<file path="src/rtl/rvga_types.sv">
`default_nettype none
// ============================================================================
// Module : rvga_types
// Desc   : Shared pipeline word types, load/store funct3 encodings and the
//          memory-stage state type.
// Rev    : 1.0  initial release
// ============================================================================
package rvga_types;

    typedef logic [31:0] rvga_word;

    localparam logic [2:0] c_F3_B  = 3'b000;
    localparam logic [2:0] c_F3_H  = 3'b001;
    localparam logic [2:0] c_F3_W  = 3'b010;
    localparam logic [2:0] c_F3_BU = 3'b100;
    localparam logic [2:0] c_F3_HU = 3'b101;

    typedef struct packed {
        logic [4:0] rd_addr;
        logic       rf_w_v;
        logic       dmem_r_v;
        logic       dmem_w_v;
        logic [2:0] funct3;
    } rvga_cword;

    typedef struct packed {
        rvga_word pc;
        rvga_word alu_result;
        rvga_word ld_result;
    } rvga_dword;

    typedef enum logic [1:0] {
        IDLE = 2'd0,
        WAIT = 2'd1,
        DONE = 2'd2
    } rvga_mem_state_e;

    function automatic logic is_mem_op(input rvga_cword cw);
        return cw.dmem_r_v | cw.dmem_w_v;
    endfunction

endpackage
`default_nettype wire

</file>
<file path="src/rtl/dff.sv">
`default_nettype none
// ============================================================================
// Module : dff
// Desc   : Write-enabled register with asynchronous active-high clear.
// Rev    : 1.0  initial release
// ============================================================================
module dff #(
    parameter int WIDTH = 32
) (
    input  logic             clk_i,
    input  logic             rst_i,
    input  logic             w_v_i,
    input  logic [WIDTH-1:0] d_i,
    output logic [WIDTH-1:0] q_o
);

    always_ff @(posedge clk_i or posedge rst_i) begin
        if (rst_i) begin
            q_o <= '0;
        end else if (w_v_i) begin
            q_o <= d_i;
        end
    end

endmodule
`default_nettype wire

</file>
<file path="src/rtl/rvga_lsu_align.sv">
`default_nettype none
// ============================================================================
// Module : rvga_lsu_align
// Desc   : Byte-lane steering for stores and alignment/extension for loads.
// Rev    : 1.0  initial release
// ============================================================================
module rvga_lsu_align
    import rvga_types::*;
(
    input  logic [2:0]  funct3_i,
    input  logic [1:0]  offset_i,
    input  logic [31:0] st_data_i,
    input  logic [31:0] rdata_i,
    output logic [3:0]  wmask_o,
    output logic [31:0] wdata_o,
    output logic        misaligned_o,
    output logic [31:0] ld_data_o
);

    logic [31:0] w_shifted;

    assign w_shifted = rdata_i >> {offset_i, 3'b000};

    // Size is carried in funct3[1:0] for both loads and stores.
    always_comb begin
        wmask_o      = 4'b1111;
        wdata_o      = st_data_i;
        misaligned_o = |offset_i;
        case (funct3_i[1:0])
            2'b00: begin
                wmask_o      = 4'b0001 << offset_i;
                wdata_o      = {4{st_data_i[7:0]}};
                misaligned_o = 1'b0;
            end
            2'b01: begin
                wmask_o      = 4'b0011 << offset_i;
                wdata_o      = {2{st_data_i[15:0]}};
                misaligned_o = offset_i[0];
            end
            default: ;
        endcase
    end

    always_comb begin
        ld_data_o = w_shifted;
        case (funct3_i)
            c_F3_B:  ld_data_o = {{24{w_shifted[7]}}, w_shifted[7:0]};
            c_F3_H:  ld_data_o = {{16{w_shifted[15]}}, w_shifted[15:0]};
            c_F3_BU: ld_data_o = {24'b0, w_shifted[7:0]};
            c_F3_HU: ld_data_o = {16'b0, w_shifted[15:0]};
            c_F3_W:  ld_data_o = w_shifted;
            default: ld_data_o = w_shifted;
        endcase
    end

endmodule
`default_nettype wire

</file>
<file path="src/rtl/memory_stage.sv">
`default_nettype none
// ============================================================================
// Module : memory_stage
// Desc   : Memory pipeline stage; issues valid/ready data-memory requests and
//          stalls the pipeline until each load/store completes.
// Rev    : 1.0  initial release
// ============================================================================
module memory_stage
    import rvga_types::*;
(
    input  logic        clk_i,
    input  logic        rst_i,
    input  logic        stall_v_i,
    input  rvga_cword   cword_i,
    input  rvga_dword   dword_i,
    input  logic [31:0] alu_result_i,
    input  logic [31:0] st_data_i,
    output rvga_cword   cword_o,
    output rvga_dword   dword_o,
    output logic [31:0] rd_data_o,
    output logic        dmem_r_v_o,
    output logic        dmem_w_v_o,
    input  logic        dmem_ready_i,
    output logic [31:0] dmem_addr_o,
    output logic [31:0] dmem_wdata_o,
    output logic [3:0]  dmem_wmask_o,
    input  logic        dmem_rvalid_i,
    input  logic [31:0] dmem_rdata_i,
    output logic        stall_v_o,
    output logic        misaligned_v_o
);

    rvga_cword       r_cword;
    rvga_dword       r_dword;
    logic [31:0]     r_alu;
    logic [31:0]     r_st_data;
    logic [31:0]     r_ld_data;
    rvga_mem_state_e r_state;
    rvga_mem_state_e w_state_next;

    logic        w_mem_op;
    logic        w_misaligned;
    logic        w_issue;
    logic [3:0]  w_mask;
    logic [31:0] w_wdata;
    logic [31:0] w_ld_ext;
    logic        w_unused_dword;

    dff #(.WIDTH($bits(rvga_cword))) u_cword_reg (
        .clk_i(clk_i), .rst_i(rst_i), .w_v_i(~stall_v_i), .d_i(cword_i), .q_o(r_cword)
    );
    dff #(.WIDTH($bits(rvga_dword))) u_dword_reg (
        .clk_i(clk_i), .rst_i(rst_i), .w_v_i(~stall_v_i), .d_i(dword_i), .q_o(r_dword)
    );
    dff #(.WIDTH(32)) u_alu_reg (
        .clk_i(clk_i), .rst_i(rst_i), .w_v_i(~stall_v_i), .d_i(alu_result_i), .q_o(r_alu)
    );
    dff #(.WIDTH(32)) u_st_data_reg (
        .clk_i(clk_i), .rst_i(rst_i), .w_v_i(~stall_v_i), .d_i(st_data_i), .q_o(r_st_data)
    );

    rvga_lsu_align u_align (
        .funct3_i    (r_cword.funct3),
        .offset_i    (r_alu[1:0]),
        .st_data_i   (r_st_data),
        .rdata_i     (dmem_rdata_i),
        .wmask_o     (w_mask),
        .wdata_o     (w_wdata),
        .misaligned_o(w_misaligned),
        .ld_data_o   (w_ld_ext)
    );

    assign w_mem_op = is_mem_op(r_cword);
    assign w_issue  = w_mem_op & ~w_misaligned;

    always_ff @(posedge clk_i or posedge rst_i) begin
        if (rst_i) begin
            r_state <= IDLE;
        end else begin
            r_state <= w_state_next;
        end
    end

    // DONE waits for the pipeline to advance so a held instruction is never re-issued.
    always_comb begin
        w_state_next = r_state;
        dmem_r_v_o   = 1'b0;
        dmem_w_v_o   = 1'b0;
        stall_v_o    = 1'b0;
        case (r_state)
            IDLE: begin
                if (w_issue) begin
                    dmem_r_v_o = r_cword.dmem_r_v;
                    dmem_w_v_o = r_cword.dmem_w_v & ~r_cword.dmem_r_v;
                    stall_v_o  = 1'b1;
                    if (dmem_ready_i) begin
                        w_state_next = r_cword.dmem_r_v ? WAIT : DONE;
                    end
                end
            end
            WAIT: begin
                stall_v_o = 1'b1;
                if (dmem_rvalid_i) begin
                    w_state_next = DONE;
                end
            end
            DONE: begin
                if (~stall_v_i) begin
                    w_state_next = IDLE;
                end
            end
            default: w_state_next = IDLE;
        endcase
    end

    always_ff @(posedge clk_i or posedge rst_i) begin
        if (rst_i) begin
            r_ld_data <= '0;
        end else if ((r_state == WAIT) && dmem_rvalid_i) begin
            r_ld_data <= w_ld_ext;
        end else if (~stall_v_i) begin
            r_ld_data <= '0;
        end
    end

    assign dmem_addr_o    = {r_alu[31:2], 2'b00};
    assign dmem_wdata_o   = w_wdata;
    assign dmem_wmask_o   = w_mem_op ? w_mask : 4'b0000;
    assign misaligned_v_o = w_mem_op & w_misaligned;
    assign rd_data_o      = r_alu;
    assign cword_o        = r_cword;

    always_comb begin
        dword_o            = r_dword;
        dword_o.alu_result = r_alu;
        dword_o.ld_result  = r_ld_data;
    end

    // The execute-side result fields are superseded by this stage's own registers.
    assign w_unused_dword = ^{r_dword.alu_result, r_dword.ld_result};

endmodule
`default_nettype wire

</file>
<file path="config.mk">
export PLATFORM = sky130hd
export DESIGN_NAME = memory_stage
export DESIGN_NICKNAME = d
export VERILOG_FILES = /design/src/rtl/rvga_types.sv /design/src/rtl/dff.sv /design/src/rtl/rvga_lsu_align.sv /design/src/rtl/memory_stage.sv
export SDC_FILE = /design/constraint.sdc
export NUM_CORES = 1
export LEC_CHECK = 0
export CAP_MARGIN = 20
export CORE_AREA = 2 2 162 164
export CTS_BUF_LIST = sky130_fd_sc_hd__clkbuf_4
export DETAILED_ROUTE_END_ITERATION = 8
export DIE_AREA = 0 0 164 166
export SYNTH_ARGS = -nofsm -noshare
export SYNTH_HDL_FRONTEND = slang
export SYNTH_SLANG_ARGS = --single-unit
</file>
<file path="constraint.sdc">
create_clock -name clk_i -period 12.2 [get_ports clk_i]
set_clock_uncertainty 0.1 [all_clocks]
set_input_delay 2.44 -clock clk_i [delete_from_list [all_inputs] [get_ports clk_i]]
set_output_delay 2.44 -clock clk_i [all_outputs]
set_load 0.005 [all_outputs]
</file>
## Word level (Yosys, flattened, before mapping)

Index checks and enable logic that the tools add are counted.

| operators by class | value |
|---|---|
| eq/ne operators | 11 |
| shifts and indexed selects | 3 |
| muxes and demuxes | 19 |
| bitwise logic cells | 6 |
| reduce and logical (&&, ||, !) cells | 6 |

Operators by type and width:

| kind | number |
|---|---|
| case mux 32 bit (4 select lines) | 1 |
| two-way mux 32 bit | 2 |
| case mux 32 bit (2 select lines) | 1 |
| right shift 32 x 5 -> 32 bit | 1 |
| two-way mux 2 bit | 5 |
| != test 2 bit, second input constant | 4 |
| case mux 4 bit (2 select lines) | 1 |
| == test 3 bit, second input constant | 2 |
| case mux 2 bit (3 select lines) | 1 |
| two-way mux 1 bit | 5 |
| == test 2 x 1 -> 1 bit, second input constant | 2 |
| logical NOT 2 bit | 2 |
| two-way mux 4 bit | 1 |
| case mux 1 bit (2 select lines) | 2 |
| AND reduction 4 bit | 1 |
| << shifter 1 x 2 -> 4 bit, first input constant | 1 |
| << shifter 2 x 2 -> 4 bit, first input constant | 1 |
| bitwise AND 1 bit | 3 |
| == test 3 x 1 -> 1 bit, second input constant | 1 |
| logical NOT 3 bit | 1 |
| == test 2 bit, second input constant | 1 |
| != test 2 x 1 -> 1 bit, second input constant | 1 |
| inverter 1 bit | 2 |
| OR reduction 2 bit | 1 |
| 2 further kinds | 2 |

| storage, ports and cells | value |
|---|---|
| flip-flop bits (word level) | 205 |
| input port bits | 208 |
| output and inout port bits | 211 |
| word-level logic and storage cells | 51 |

## Logic depth before layout (Yosys ltp)

Gate-level depths: netlist of the first run.

| depth | value |
|---|---|
| depth in word-level cells | 6 |
| depth in mapped cells | 6 |
| mapped depth without buffers | 4 |

## Modules after synthesis

Synthesis of the first run repeated with hierarchy kept, for this count alone.

| second synthesis, totals | value |
|---|---|
| cell total of the unflattened synthesis | 774 |
| area total of the unflattened synthesis | 10253.6 sq um |

By module, submodules not included:

| module | instances | cells an instance | area an instance (sq um) | seq. area each (sq um) |
|---|---|---|---|---|
| dff at u_dword_reg | 1 | 204 | 3768.6 | 2402.3 |
| dff at u_alu_reg ... | 2 | 69 | 1348.8 | 800.8 |
| memory_stage | 1 | 224 | 2142.1 | 850.8 |
| rvga_lsu_align | 1 | 184 | 1193.6 | 0.0 |
| dff at u_cword_reg | 1 | 24 | 451.7 | 275.3 |

## Least setup slack after synthesis of the first run

No wires, ideal clock.

| path | value |
|---|---|
| path type | register to output |
| from | register u_cword_reg.q_o[0] |
| to | output port dmem_wdata_o[15] |
| arrival | 1453 ps |
| path slack | 8207 ps |
| stages on the path, launching flop included | 6 |
| buffers on the path | 3 |
| cells stage by stage | dfrtp_1 > clkbuf_1 > or2_2 > buf_2 > buf_2 > mux2_2 |

| between the ends | value |
|---|---|
| word-level cells in the longest chain between the ends | 2 |
| elaborated cells on any way between the ends | 3 |
| classes of those cells | eq/ne (1); mux (1); reduce/logical (1) |

Ends and longest elaborated chain:

| element | RTL line | RTL |
|---|---|---|
| from (decl) | dff.sv:14 | `output logic [WIDTH-1:0] q_o` |
| from (signal assigned) | dff.sv:21 | `q_o <= d_i;` |
| == test 2 x 1 -> 1 bit or logical NOT 2 bit (tied branches) | rvga_lsu_align.sv:29 | `case (funct3_i[1:0])` |
| case mux 32 bit (2 select lines) * | rvga_lsu_align.sv:29 |  |
| to (decl) | memory_stage.sv:25 | `output logic [31:0] dmem_wdata_o,` |

Mark *: on every way between the ends. The rest lies on a longest branch, timed or not.

## Final worst setup path of the first run

| path | value |
|---|---|
| from | register u_cword_reg.q_o[0] |
| to | output port dmem_w_v_o |

| between the ends | value |
|---|---|
| word-level cells in the longest chain between the ends | 6 |
| elaborated cells on any way between the ends | 7 |
| classes of those cells | eq/ne (1); mux (3); bitwise (2); reduce/logical (1) |

Ends and longest elaborated chain:

| element | RTL line | RTL |
|---|---|---|
| == test 2 x 1 -> 1 bit or logical NOT 2 bit (tied branches) | rvga_lsu_align.sv:29 |  |
| case mux 1 bit (2 select lines) * | rvga_lsu_align.sv:29 |  |
| inverter 1 bit * | memory_stage.sv:74 | `assign w_issue = w_mem_op & ~w_misaligned;` |
| bitwise AND 1 bit * | memory_stage.sv:74 |  |
| two-way mux 1 bit * | memory_stage.sv:92 | `if (w_issue) begin` |
| two-way mux 1 bit * | memory_stage.sv:90 | `case (r_state)` |
| to (decl) | memory_stage.sv:22 | `output logic dmem_w_v_o,` |

Marks and branches as above.

==> results of run 1 <==
[logic make-up (layout without fill, tap and decap cells)]
logic type	count (synthesis)	count (layout)	synth area share (%)
DFF	141	141	51.73
AOI/OAI and AO/OA	75	75	7.173
other	1	3	0.05498
muxes	155	155	25.33
and+or+nand+nor	59	59	5.174
buffers and inverters	112	393	10.53
[layout make-up]
class	instances	area (sq um)	share of cell area, %
well taps	335	419.2	4.029
inverters	4	20.02	0.1924
diodes	1	2.502	0.02406
clock inverters	15	167.7	1.612
flip-flops and latches	141	3530	33.93
clock buffers	17	127.6	1.227
multi-input cells	291	2577	24.78
repair buffers	357	3558	34.21
[cells in the final DEF (no fill, tap or decap), drive strengths merged, types with 11 or more instances in the layout]
| master | n |
|---|---|
| mux2i | 23 |
| a21oi | 21 |
| mux2 | 131 |
| nor2 | 11 |
| dfrtp | 141 |
| a221o | 16 |
| clkbuf | 17 |
| clkdlybuf4s50 | 351 |
| nand3 | 16 |
| inv | 15 |
| o21ai | 32 |
[worst max-delay path by stage]
stage / start / cells after the start / endpoint
2_1_floorplan: rst_i / 1 / r_ld_data[0]
3_3_place_gp: stall_v_i / 4 / r_ld_data[29]
3_5_place_dp: stall_v_i / 4 / r_ld_data[31]
4_1_cts: u_cword_reg.q_o[0] / 4 / dmem_w_v_o
5_1_grt: u_cword_reg.q_o[0] / 4 / dmem_w_v_o
6_report: u_cword_reg.q_o[0] / 4 / dmem_w_v_o
[flip-flops by register name, indices dropped and copies added (netlist names)]
register and cells:
r_ld_data 32, u_alu_reg.q_o 32, u_dword_reg.q_o 32, u_st_data_reg.q_o 32, u_cword_reg.q_o 11, r_state 2
[power groups by stage]
stage	registers, uW	logic [uW]	clock network, uW
4_1_cts	554	352	351
6_report	553	345	331
3_5_place_dp	563	350	0
5_1_grt	561	373	371
2_1_floorplan	552	159	0
3_3_place_gp	561	349	0
[metrics by stage]
stage	hold WS [ns]	power, uW	area, sq um	std cells	util (%)
global route	0.4396	1305	10400	1161	40.61
floorplan	0.3737	711.1	6824	544	-
CTS	0.4251	1257	10400	1160	40.60
global placement	0.3856	910.5	10100	1128	39.45
finish	0.4227	1228	10400	1161	40.61
detailed placement	0.3920	913.0	10100	1128	39.45
[routing by layer]
| layer | global-route usage (%) | routed length (um) | vias up |
|---|---|---|---|
| li1 | - | - | 2399 |
| met1 | 18.19 | 8515 | 2533 |
| met2 | 24.86 | 10050 | 221 |
| met3 | 5.669 | 1841 | 9 |
| met4 | 3.166 | 150 | 0 |
| met5 | 0 | 0 | - |
[critical path, delay by kind of cell, from the launching register on]
kind	cells	cell delay, ns
AO/OA/AOI/OAI	1	0.35
buffers and inverters	1	0.54
flip-flops	1	0.67
AND/OR/NAND/NOR	2	0.92
==> results by group, run 1 <==
Status
  • Status: finished clean

Synthesis
  • Dominant synthesized flop cell: dfrtp_1
  • Post-synth ARST share: 100.0%
  • Synth cell count leaders: dfrtp_1 (141), mux2_2 (129), buf_4 (73)
  • Number of enable flip-flop cells after synthesis: 0
  • Seq/Total Area, Yosys: 51.73%
  • Synth cell types: 40
  • Mean post-synth cell area: 12.56 sq um
  • Area share of the largest cell type after synthesis: 51.73%
  • Leading area contributor after synthesis: dfrtp_1
  • Yosys warns: 0
  • Count leader, synth: dfrtp_1
  • Synth top area cells: dfrtp_1 (52%), mux2_2 (21%), buf_4 (8.0%), mux2i_1 (3.4%), a221o_1 (2.3%)
  • Syn Std Cell Area: 6820 sq um
  • #FFs+latches synth: 141
  • Synthesized instance count: 543

Setup path
  • CP max-delay cell: dfrtp_1
  • CP Cell Sequence: or2_2, a22oi_2, and4b_1, clkdlybuf4s50_1
  • Worst EP required: 9.66 ns
  • Crit end category: primary output
  • Reg2reg start: u_alu_reg.q_o[0]
  • Worst path max stage delay: 0.67 ns
  • Reg2reg path depth: 4
  • Critical path type: flip-flop to primary output
  • Crit-path max FO: 18
  • CP Data Arrival Time: 3.01 ns
  • R2r endpoint: r_ld_data[12]
  • CP startpoint kind: flip-flop
  • Reg2Reg Setup Slack: 9.89 ns

Routing
  • Antenna Nets Post-Route: 0
  • DR vias/cell: 4.446
  • Routed wire per std cell: 17.71 um
  • DRC Markers: 0
  • DRT Wirelength: 20560 um
  • Vias: 5162
  • First-pass detailed-route iteration total: 4
  • Number of DRC markers in iteration 0: 296

Power and ir drop
  • Seq pwr share: 45.0%
  • Net switching power: 376.1 uW
  • Sw Share: 30.62%
  • Logic gate share of total power: 28.1%
  • Power per cell area: 118.1 nW/um^2
  • LEAKAGE: 0.004205 uW
  • VDD IR-drop max: 0.05243 mV
  • Cell Int Power: 852.1 uW
  • Clock Power Share: 26.9%

Place
  • DP HPWL: 14520 um
  • Routability Congestion: 0.7467
  • DP Worst Slack: 7.154 ns
  • Port Buffers: 352

GRT
  • Initial antenna violation count: 1
  • Remaining Overflow, GRT: 0
  • Total global-route track usage: 14.87%
  • Vias in the first global route: 5238
  • First-pass GRT wire length: 31040 um
  • Largest net degree at the start of global routing: 74

Run
  • Max_cap viols: 0

Timing
  • Max-slew violations: 0
  • Final TNS setup: 0 ns
  • Period utilization: 45.49%
  • Slew margin rel.: 38.14%
  • Fin. Hold Viols: 0
  • Worst Max-Slew Pin Slew: 0.9279 ns
  • Unrepaired setup endpoints after global routing: no
  • Final min period: 5.550 ns
  • Final worst slack: 6.650 ns
  • Max Fclk: 180.2 MHz
  • Final setup viols: 0

Hold path
  • Min-delay worst type: flip-flop to flip-flop
  • Min-delay src: u_dword_reg.q_o[93]
  • WHS Endpoint: u_dword_reg.q_o[93]
  • Hold Path Depth: 1

Die
  • Total die area: 27220 sq um
  • DIE WIDTH: 164 um
  • Site row count: 59
  • Top Ports: 419
  • Initial core utilization: 26.63%
  • CORE AREA: 25620 sq um
  • Die Ht: 166 um

Cells and area
  • Nets: 1020
  • Fill cell count: 2487
  • Fraction of layout cells with a size suffix above 1: 21.70%
  • Area grow syn2layout: 52.52%

CTS
  • CTS root buf: clkbuf_4
  • Post-CTS Setup Bufs: 0
  • Post-CTS sizing: 0
  • # hold bufs at CTS: 0
  • Clock buffer depth: 2
  • # H-tree levels: 4
  • CTS sink count: 141
  • Clk slew on worst S/H paths: 0.14 ns
  • CTS Buf Count: 17
  • Worst-Skew Late Latency: 0.53 ns
  • CTS tree: done
Note: power is estimated with default switching activity, not from simulation.
==> run 2, diff against run 1 <==
- CORE_AREA: 2 2 162 164 -> 2 2 161 163
- DIE_AREA: 0 0 164 166 -> 0 0 163 165
- clock period: 12.2 -> 4.56 ns (I/O delays scaled with it)
==> run 2 against run 1 <==
  * Via count is 0.58% higher
  * Sequential cell count unchanged
  * Utilization rose by 0.87 points
  * Critical path depth is the same
  * First-iteration DRC count down 30%
  * Largest cell class unchanged
  * Critical endpoint is now stall_v_o
  * Power rose to 2.6 times the previous value
  * Sequential share of layout area increased by 0.057 points
  * Global-route usage grew 0.44 points
==> results by group, run 2 (synthesized netlist as in run 1, its figures left out) <==
Status
  • Status: finished clean

Die
  • DIE WIDTH: 163 um (-0.61%)
  • CORE AREA: 25040 sq um (-2.3%)
  • Die Ht: 165 um (-0.60%)
  • Initial core utilization: 27.24% (+0.62 points)
  • Site row count: 58 (-1.7%)
  • Total die area: 26900 sq um (-1.2%)
  • Top Ports: 419 (unchanged)

CTS
  • # H-tree levels: 4 (unchanged)
  • # hold bufs at CTS: 0 (unchanged)
  • Clk slew on worst S/H paths: 0.15 ns (about the same)
  • CTS tree: done
  • Clock buffer depth: 2 (unchanged)
  • CTS root buf: clkbuf_4
  • Post-CTS sizing: 0 (unchanged)
  • Worst-Skew Late Latency: 0.55 ns (+0.02 ns)
  • CTS Buf Count: 17 (unchanged)
  • Post-CTS Setup Bufs: 0 (unchanged)
  • CTS sink count: 141 (unchanged)

Place
  • DP HPWL: 14960 um (+3.0%)
  • Area of placed instances: 10130 sq um (+0.25%)
  • Port Buffers: 352 (unchanged)
  • Inst Count DP: 1124 (-0.35%)
  • Routability Congestion: 0.7624 (+2.1%)
  • DP Worst Slack: 1.466 ns (-5.688 ns)

Cells and area
  • Commonest non-fill, non-tap cell in the layout: clkdlybuf4s50_1
  • Final cell count without fillers: 1157 (-0.34%)
  • Most frequent cells in the layout: clkdlybuf4s50_1 (351), dfrtp_1 (140), mux2_2 (129)
  • Nets: 1021 (+0.098%)
  • Area grow syn2layout: 52.27%
  • Final Util: 41.48% (+0.87 points)
  • Final instance area: 10390 sq um (-0.17%)
  • Fraction of layout cells with a size suffix above 1: 21.67% (-0.026 points)

GRT
  • Remaining Overflow, GRT: 0 (unchanged)
  • Top Usage Layer GRT: met2
  • Initial antenna violation count: 1 (unchanged)
  • Vias in the first global route: 5223 (-0.29%)
  • First-pass GRT wire length: 31200 um (+0.51%)
  • Met2 Usage GRT: 25.02% (+0.16 points)
  • Grt met1 use: 18.46% (+0.27 points)
  • Grt met3 use: 6.479% (+0.81 points)
  • Largest net degree at the start of global routing: 142 (+92%)
  • Total global-route track usage: 15.31% (+0.44 points)

Setup path
  • Reg2reg path depth: 3 (-1)
  • Crit end category: primary output
  • Critical path type: flip-flop to primary output
  • R2r endpoint: r_ld_data[31]
  • Worst EP required: 3.55 ns (-6.11 ns)
  • CP startpoint kind: flip-flop
  • CP Cell Sequence: a22oi_2, a21oi_1, nor2_1, clkdlybuf4s50_1
  • Reg2reg start: u_alu_reg.q_o[0]
  • Worst path max stage delay: 0.76 ns (+0.09 ns)
  • CP max-delay cell: dfrtp_2
  • CP Data Arrival Time: 2.63 ns (-0.38 ns)
  • Reg2Reg Setup Slack: 2.21 ns (-7.68 ns)
  • Top delay family on crit path: flip-flops
  • Bufs and invs on worst path: 1 (unchanged)
  • Crit-path max FO: 41 (+23)

Routing
  • DRC Markers: 0 (unchanged)
  • Routed wire per std cell: 18.01 um (+1.7%)
  • DR vias/cell: 4.487 (+0.93%)
  • Number of DRC markers in iteration 0: 207 (-30%)
  • Antenna Nets Post-Route: 0 (unchanged)
  • DRT Wirelength: 20840 um (+1.3%)
  • Vias: 5192 (+0.58%)
  • First-pass detailed-route iteration total: 4 (unchanged)

Timing
  • Unrepaired setup endpoints after global routing: no
  • Worst Max-Slew Pin Slew: 0.9600 ns (+0.03210 ns)
  • Max-slew violations: 0 (unchanged)
  • Final worst slack: 0.9179 ns (-5.732 ns)
  • Period utilization: 79.87%
  • Final min period: 3.642 ns
  • Slew margin rel.: 36.00% (-2.1 points)
  • Max Fclk: 274.6 MHz
  • Final TNS setup: 0 ns (unchanged)
  • Fin. Hold Viols: 0 (unchanged)
  • Final setup viols: 0 (unchanged)

Hold path
  • Min-delay src: u_dword_reg.q_o[94]
  • Hold Path Depth: 1 (unchanged)
  • Min-delay worst type: flip-flop to flip-flop
  • WHS Endpoint: u_dword_reg.q_o[94]

Power and ir drop
  • LEAKAGE: 0.004189 uW (-0.37%)
  • Power per cell area: 307.3 nW/um^2 (+160%)
  • VDD IR-drop max: 0.1280 mV (+140%)

Run
  • Max_cap viols: 0 (unchanged)
## run 2: cell types whose count changed in the layout (fill, tap and decap cells not counted)
cell / change
clkinv_4: +3
inv_8: -3
buf_12: +2
clkinvlp_4: +2
buf_4: -1
bufinv_16: -1
clkinv_1: +1
clkinv_8: -1
inv_6: -1
## run 2: worst max path at each step
stage | startpoint | to | slack (ns) | cells past startpoint
2_1_floorplan | rst_i | r_ld_data[0] | 1.78 | 1
3_3_place_gp | u_cword_reg.q_o[0] | stall_v_o | 1.46 | 5
3_5_place_dp | u_cword_reg.q_o[0] | stall_v_o | 1.47 | 5
4_1_cts | u_alu_reg.q_o[0] | stall_v_o | 0.80 | 4
5_1_grt | u_alu_reg.q_o[0] | stall_v_o | 0.71 | 4
6_report | u_alu_reg.q_o[0] | stall_v_o | 0.92 | 4
## run 2: cell type report
class	count	area [sq um]
fill	2449	14650
timing repair buffer	358	3591
sequential	141	3530
multi-input combinational	291	2577
tap	330	412.9
clock buffer	17	127.6
clock inverter	15	125.1
inverter	4	18.77
antenna	1	2.502
## run 2: routing by layer
layer  part of all wire, %  up-vias
met3                    10       13
met5                     0        -
met4                   1.3        0
met2                    48      230
met1                    40     2547
li1                      -     2402
## run 2: report_power, final
group | switching [uW] | total (uW) | leakage (uW) | internal, uW
logic | 323 | 933 | 0.00233 | 610
registers | 108 | 1480 | 0.00172 | 1370
clock network | 548 | 781 | 0.000136 | 233
## run 2: through the flow
stage               hold WS, ns  power, uW
detailed placement       0.3923       2450
global placement         0.3837       2446
CTS                      0.4227       3269
global route             0.4348       3392
finish                   0.4189       3192
floorplan                0.3737       1903
==> variant 1 (settings of run 1) <==
The 3 states of `rvga_mem_state_e` get a one-hot encoding in 3 bits.
--- a/src/rtl/rvga_types.sv
+++ b/src/rtl/rvga_types.sv
@@ -30,8 +30,8 @@
     } rvga_dword;
 
-    typedef enum logic [1:0] {
-        IDLE = 2'd0,
-        WAIT = 2'd1,
-        DONE = 2'd2
+    typedef enum logic [2:0] {
+        IDLE = 3'b001,
+        WAIT = 3'b010,
+        DONE = 3'b100
     } rvga_mem_state_e;
 
Behaviour: same outputs for any inputs over 4 cycles, from zero or initial values and one cycle with rst_i high; so few cycles prove little.
==> variant 1 against run 1 <==
Cell area increased by 0.93%; non-clock buffer count increased by 2; utilization up 0.38 points; register-to-register slack got worse by 190 ps; combinational power decreased by 6.7%; synthesized area rose by 1.3%; routed wire length decreased by 0.18%; setup slack improved by 18 ps; total power down 3.8%; sequential share of layout area down 0.061 points; sequential cell count is 1 higher; critical endpoint is now stall_v_o; largest power group unchanged; highest routed layer unchanged.
==> variant 1: results (changes against run 1) <==
| Metric | Value |
|---|---|
| Share of layout cells above drive strength 1 | `21.96% (was 21.70%)` |
| Static Leak | `4.229 nW (was 4.205 nW)` |
| NetSw | `0.0003526 W (was 0.0003761 W)` |
| Min-Delay Path Class | `register to register (unchanged)` |
| WL/cell | `17.45 µm (was 17.71 µm)` |
| Netlist cell types | `42 (was 40)` |
| Commonest cells post-synth | `dfrtp_1, mux2_2, buf_4, o21ai_0, a21oi_1 (was dfrtp_1, mux2_2, buf_4, mux2i_1)` |
| CP top delay family | `buffers and inverters (was simple AND/OR/NAND/NOR gates)` |
| PortBufs | `352 (unchanged)` |
| Initial antenna violation count | `2 (was 1)` |
| Nets | `1033 (was 1020)` |
| CP Capture Point | `stall_v_o (was dmem_w_v_o)` |
| Asr flop ratio synth | `100.0% (unchanged)` |
| DP Cell Count | `1141 (was 1128)` |
| GR Layer Usage met2 | `24.17% (was 24.86%)` |
| FF-to-FF setup slack | `9700 ps (was 9890 ps)` |
| Post-Syn Instances | `554 (was 543)` |
| Global-route wire length before repair | `30870 µm (was 31040 µm)` |
| Crit-path slowest cell | `clkdlybuf4s50_1 (was dfrtp_1)` |
| Met1 usage | `18.11% (was 18.19%)` |
| Worst Reg2Reg Path Length in Cells | `4 (unchanged)` |
| M3 GR Usage | `6.019% (was 5.669%)` |
| Post CTS Setup Buffer Count | `0 (unchanged)` |
| Post_cts resized | `0 (unchanged)` |
| Outcome | `completed (unchanged)` |
| Final HPWL DP | `14550 µm (was 14520 µm)` |
| Max incr delay on CP | `550 ps (was 670 ps)` |
| Cell Count, Final, Fillers Out | `1176 (was 1161)` |
| CTS HTree Levels | `4 (unchanged)` |
| Area after DPL | `10210 µm² (was 10100 µm²)` |
| CP Launch Point | `u_cword_reg.q_o[1] (was u_cword_reg.q_o[0])` |
| Worst r2r dst | `r_ld_data[21] (was r_ld_data[12])` |
| Worst-path fanout max | `30 (was 18)` |
| Via count | `5229 (was 5162)` |
| First drt pass iteration count | `4 (unchanged)` |
| Clock transition at the registers of the reported paths | `150 ps` |
| Area contributors post-synth | `dfrtp_1, mux2_2, buf_4 (unchanged)` |
| Post-route setup slack | `6668 ps (was 6650 ps)` |
| Filler Cell Count | `2525 (was 2487)` |
| Reg-to-Reg Start | `u_alu_reg.q_o[0] (unchanged)` |
| CTS Buf Count | `17 (unchanged)` |
| Relative slew slack | `29.45% (was 38.14%)` |
| Global placement routability congestion | `0.7728 (was 0.7467)` |
| Crit path arrival time | `2990 ps (was 3010 ps)` |
| Largest net degree at the start of global routing | `79 (was 74)` |
| DRT iter0 DRCs | `197 (was 296)` |
| VDD IR max | `0.05856 mV (was 0.05243 mV)` |
| GR Util All Layers | `14.71% (was 14.87%)` |
| Clock Tree Buf Depth | `2 (unchanged)` |
| Post-synthesis sequential area ratio | `51.43% (was 51.73%)` |
| Place WS | `7192 ps (was 7154 ps)` |
| Vias in the first global route | `5340 (was 5238)` |
| Clk_lat worst skew | `540 ps` |
[variant 1: cell count changes in the layout (fill, tap and decap cells not counted), sizes merged, moves of 2 or more]
cell and delta:
inv -5, a21oi +3, nand2 +3, nor2b +3
buf +2, clkinv +2, diode +2
[variant 1: cell families (layout without fill, tap and decap cells)]
family	count (synthesis)	in the layout	synth area share, %
compound gates	78	78	7.205
buf+inv	110	393	10.25
flops	142	142	51.43
mux	155	155	25.00
other cells	1	5	0.05426
simple gates	68	68	6.065
[variant 1: worst register-to-register path: cells and delay by family, from the launching register on]
family | cells | cell delay, ps
muxes | 1 | 280
AOI/OAI and AO/OA | 3 | 1020
DFF | 1 | 1000
[variant 1: layer usage]
metal  share of wire (%)  routed length [µm]
met1                  42                8674
met2                  48                9914
met3                 8.9                1828
met4                0.51                 105
met5                   0                   0
[variant 1: power groups by stage]
| stage | Sequential [W] | Clock, W | Combinational, W |
|---|---|---|---|
| after floorplan | 0.000544 | 0 | 0.000150 |
| after global placement | 0.000552 | 0 | 0.000326 |
| after detailed placement | 0.000554 | 0 | 0.000326 |
| after CTS | 0.000545 | 0.000335 | 0.000328 |
| after global routing | 0.000551 | 0.000351 | 0.000346 |
| final | 0.000544 | 0.000316 | 0.000322 |
[variant 1: layout make-up]
| class | instances | share of cell area [%] |
|---|---|---|
| Multi-Input combinational cell | 303 | 25.27 |
| Timing Repair Buffer | 359 | 34.04 |
| Tap cell | 335 | 3.992 |
| Sequential cell | 142 | 33.87 |
| Inverter | 2 | 0.1192 |
| Clock buffer | 17 | 1.216 |
| Antenna cell | 3 | 0.07151 |
| Clock inverter | 15 | 1.430 |
[variant 1: metrics by stage]
stage	power, W	hold slack, ps	utilization [%]
after floorplan	0.0006944	373.7	-
after global placement	0.0008775	386.2	39.87
after detailed placement	0.0008799	392.4	39.87
after CTS	0.001208	424.6	40.96
after global routing	0.001248	437.4	40.98
final	0.001182	419.8	40.99
[variant 1: worst min path at each step]
stage,startpoint,endpoint,slack [ps],cells past startpoint
6_report,u_st_data_reg.q_o[20],u_st_data_reg.q_o[20],420,1
5_1_grt,u_dword_reg.q_o[74],u_dword_reg.q_o[74],440,1
4_1_cts,u_st_data_reg.q_o[22],u_st_data_reg.q_o[22],420,1
3_5_place_dp,u_dword_reg.q_o[64],u_dword_reg.q_o[64],390,1
3_3_place_gp,u_st_data_reg.q_o[16],u_st_data_reg.q_o[16],390,1
2_1_floorplan,u_st_data_reg.q_o[16],u_st_data_reg.q_o[16],370,1
==> variant 2 (config.mk and constraints of run 1) <==
Without the edit above. Reset style: synchronous (`rst_i`), changed in 3 clocked blocks. Comments in the files are not updated.
--- a/src/rtl/dff.sv
+++ b/src/rtl/dff.sv
@@ -15,5 +15,5 @@
 );
 
-    always_ff @(posedge clk_i or posedge rst_i) begin
+    always_ff @(posedge clk_i) begin
         if (rst_i) begin
             q_o <= '0;
--- a/src/rtl/memory_stage.sv
+++ b/src/rtl/memory_stage.sv
@@ -74,5 +74,5 @@
     assign w_issue  = w_mem_op & ~w_misaligned;
 
-    always_ff @(posedge clk_i or posedge rst_i) begin
+    always_ff @(posedge clk_i) begin
         if (rst_i) begin
             r_state <= IDLE;
@@ -114,5 +114,5 @@
     end
 
-    always_ff @(posedge clk_i or posedge rst_i) begin
+    always_ff @(posedge clk_i) begin
         if (rst_i) begin
             r_ld_data <= '0;
Check against the original RTL: differs if rst_i is asserted again (counterexample within 4 cycles, from zero or initial values and one cycle with rst_i high); with rst_i held inactive, the same outputs for 4 cycles.
==> variant 2 against run 1 <==
Clock power is 8.8% lower; synthesized area fell by 4.8%; largest cell class unchanged; combinational power is 35% lower; routed wire length grew 6.0%; critical path type unchanged; cell area is 3.8% lower; largest power group unchanged; setup slack gained 470 ps; sequential cell count stayed put; total power shrank 17%.
==> variant 2: results (changes against run 1) <==
| Metric | Value |
|---|---|
| #MultiIn Comb | `394 (was 291)` |
| GR Util All Layers | `15.83% (was 14.87%)` |
| CP top delay family | `buffers and inverters (was simple AND/OR/NAND/NOR gates)` |
| Vias in the first global route | `5503 (was 5238)` |
| Share of layout cells above drive strength 1 | `8.504% (was 21.70%)` |
| Global-route wire length before repair | `33280 µm (was 31040 µm)` |
| Via count | `5595 (was 5162)` |
| CP Capture Point | `stall_v_o (was dmem_w_v_o)` |
| Ant. Diodes | `3 (was 1)` |
| Hold Crit Depth | `2 (was 1)` |
| Non-clock buffer share | `35.71% (was 34.21%)` |
| Static Leak | `3.928 nW (was 4.205 nW)` |
| Clock network area share | `2.650% (was 2.839%)` |
| NetSw | `0.0002983 W (was 0.0003761 W)` |
| Syn Area/Cell | `9.925 µm² (was 12.56 µm²)` |
| Inverters excl. clock | `3 (was 4)` |
| Asr flop ratio synth | `0% (was 100.0%)` |
| Final HPWL DP | `15680 µm (was 14520 µm)` |
| Clk pwr share | `29.5% (was 26.9%)` |
| Outcome | `completed (unchanged)` |
| Filler Cell Count | `2558 (was 2487)` |
| Hold path endpoint | `r_ld_data[7] (was u_dword_reg.q_o[93])` |
| Reg-to-Reg Start | `u_alu_reg.q_o[0] (unchanged)` |
| Max incr delay on CP | `550 ps (was 670 ps)` |
| Worst-path fanout max | `33 (was 18)` |
| Crit path arrival time | `2540 ps (was 3010 ps)` |
| Post-synthesis sequential area ratio | `43.48% (was 51.73%)` |
| Area of the multi-input gates | `2909 µm² (was 2577 µm²)` |
| Area contributors post-synth | `dfxtp_1, mux2i_1, buf_4 (was dfrtp_1, mux2_2, buf_4)` |
| Reg area | `2823 µm² (was 3530 µm²)` |
| Netlist cell types | `39 (was 40)` |
| DRT iter0 DRCs | `227 (was 296)` |
| P_seq | `0.000500 W (was 0.000553 W)` |
| Worst slew pin tran | `886.8 ps (was 927.9 ps)` |
| Largest net degree at the start of global routing | `69 (was 74)` |
-- variant 2: changes by cell type after synthesis, moves of 5 or more --
cell             run 1  this run
a22oi_1              0        15
dfxtp_1              0       141
mux2i_1             23       124
mux2_2             129        24
buf_2               13        18
a221o_1             16         8
nand3b_1             8         0
nor2_1              11       129
dfrtp_1            141         0
a22o_1               0         7
a21oi_1             21        15
o21ai_1             11         0
mux4_2               1         8
nand3_1             16         1
-- variant 2: per-stage QoR --
stage | hold slack [ps] | cell area (µm²)
global route | 416.0 | 10010
detailed placement | 372.0 | 9737
global placement | 368.8 | 9737
finish | 395.5 | 10010
floorplan | 357.6 | 6495
CTS | 398.2 | 10000
-- variant 2: metal layers --
| metal | GRT usage, % | wire (µm) | vias to the layer above |
|---|---|---|---|
| met4 | 4.081 | 336 | 0 |
| met1 | 19.47 | 9149 | 2637 |
| met3 | 6.069 | 1991 | 15 |
| met5 | 0 | 0 | - |
| met2 | 25.89 | 10320 | 225 |
| li1 | - | - | 2718 |
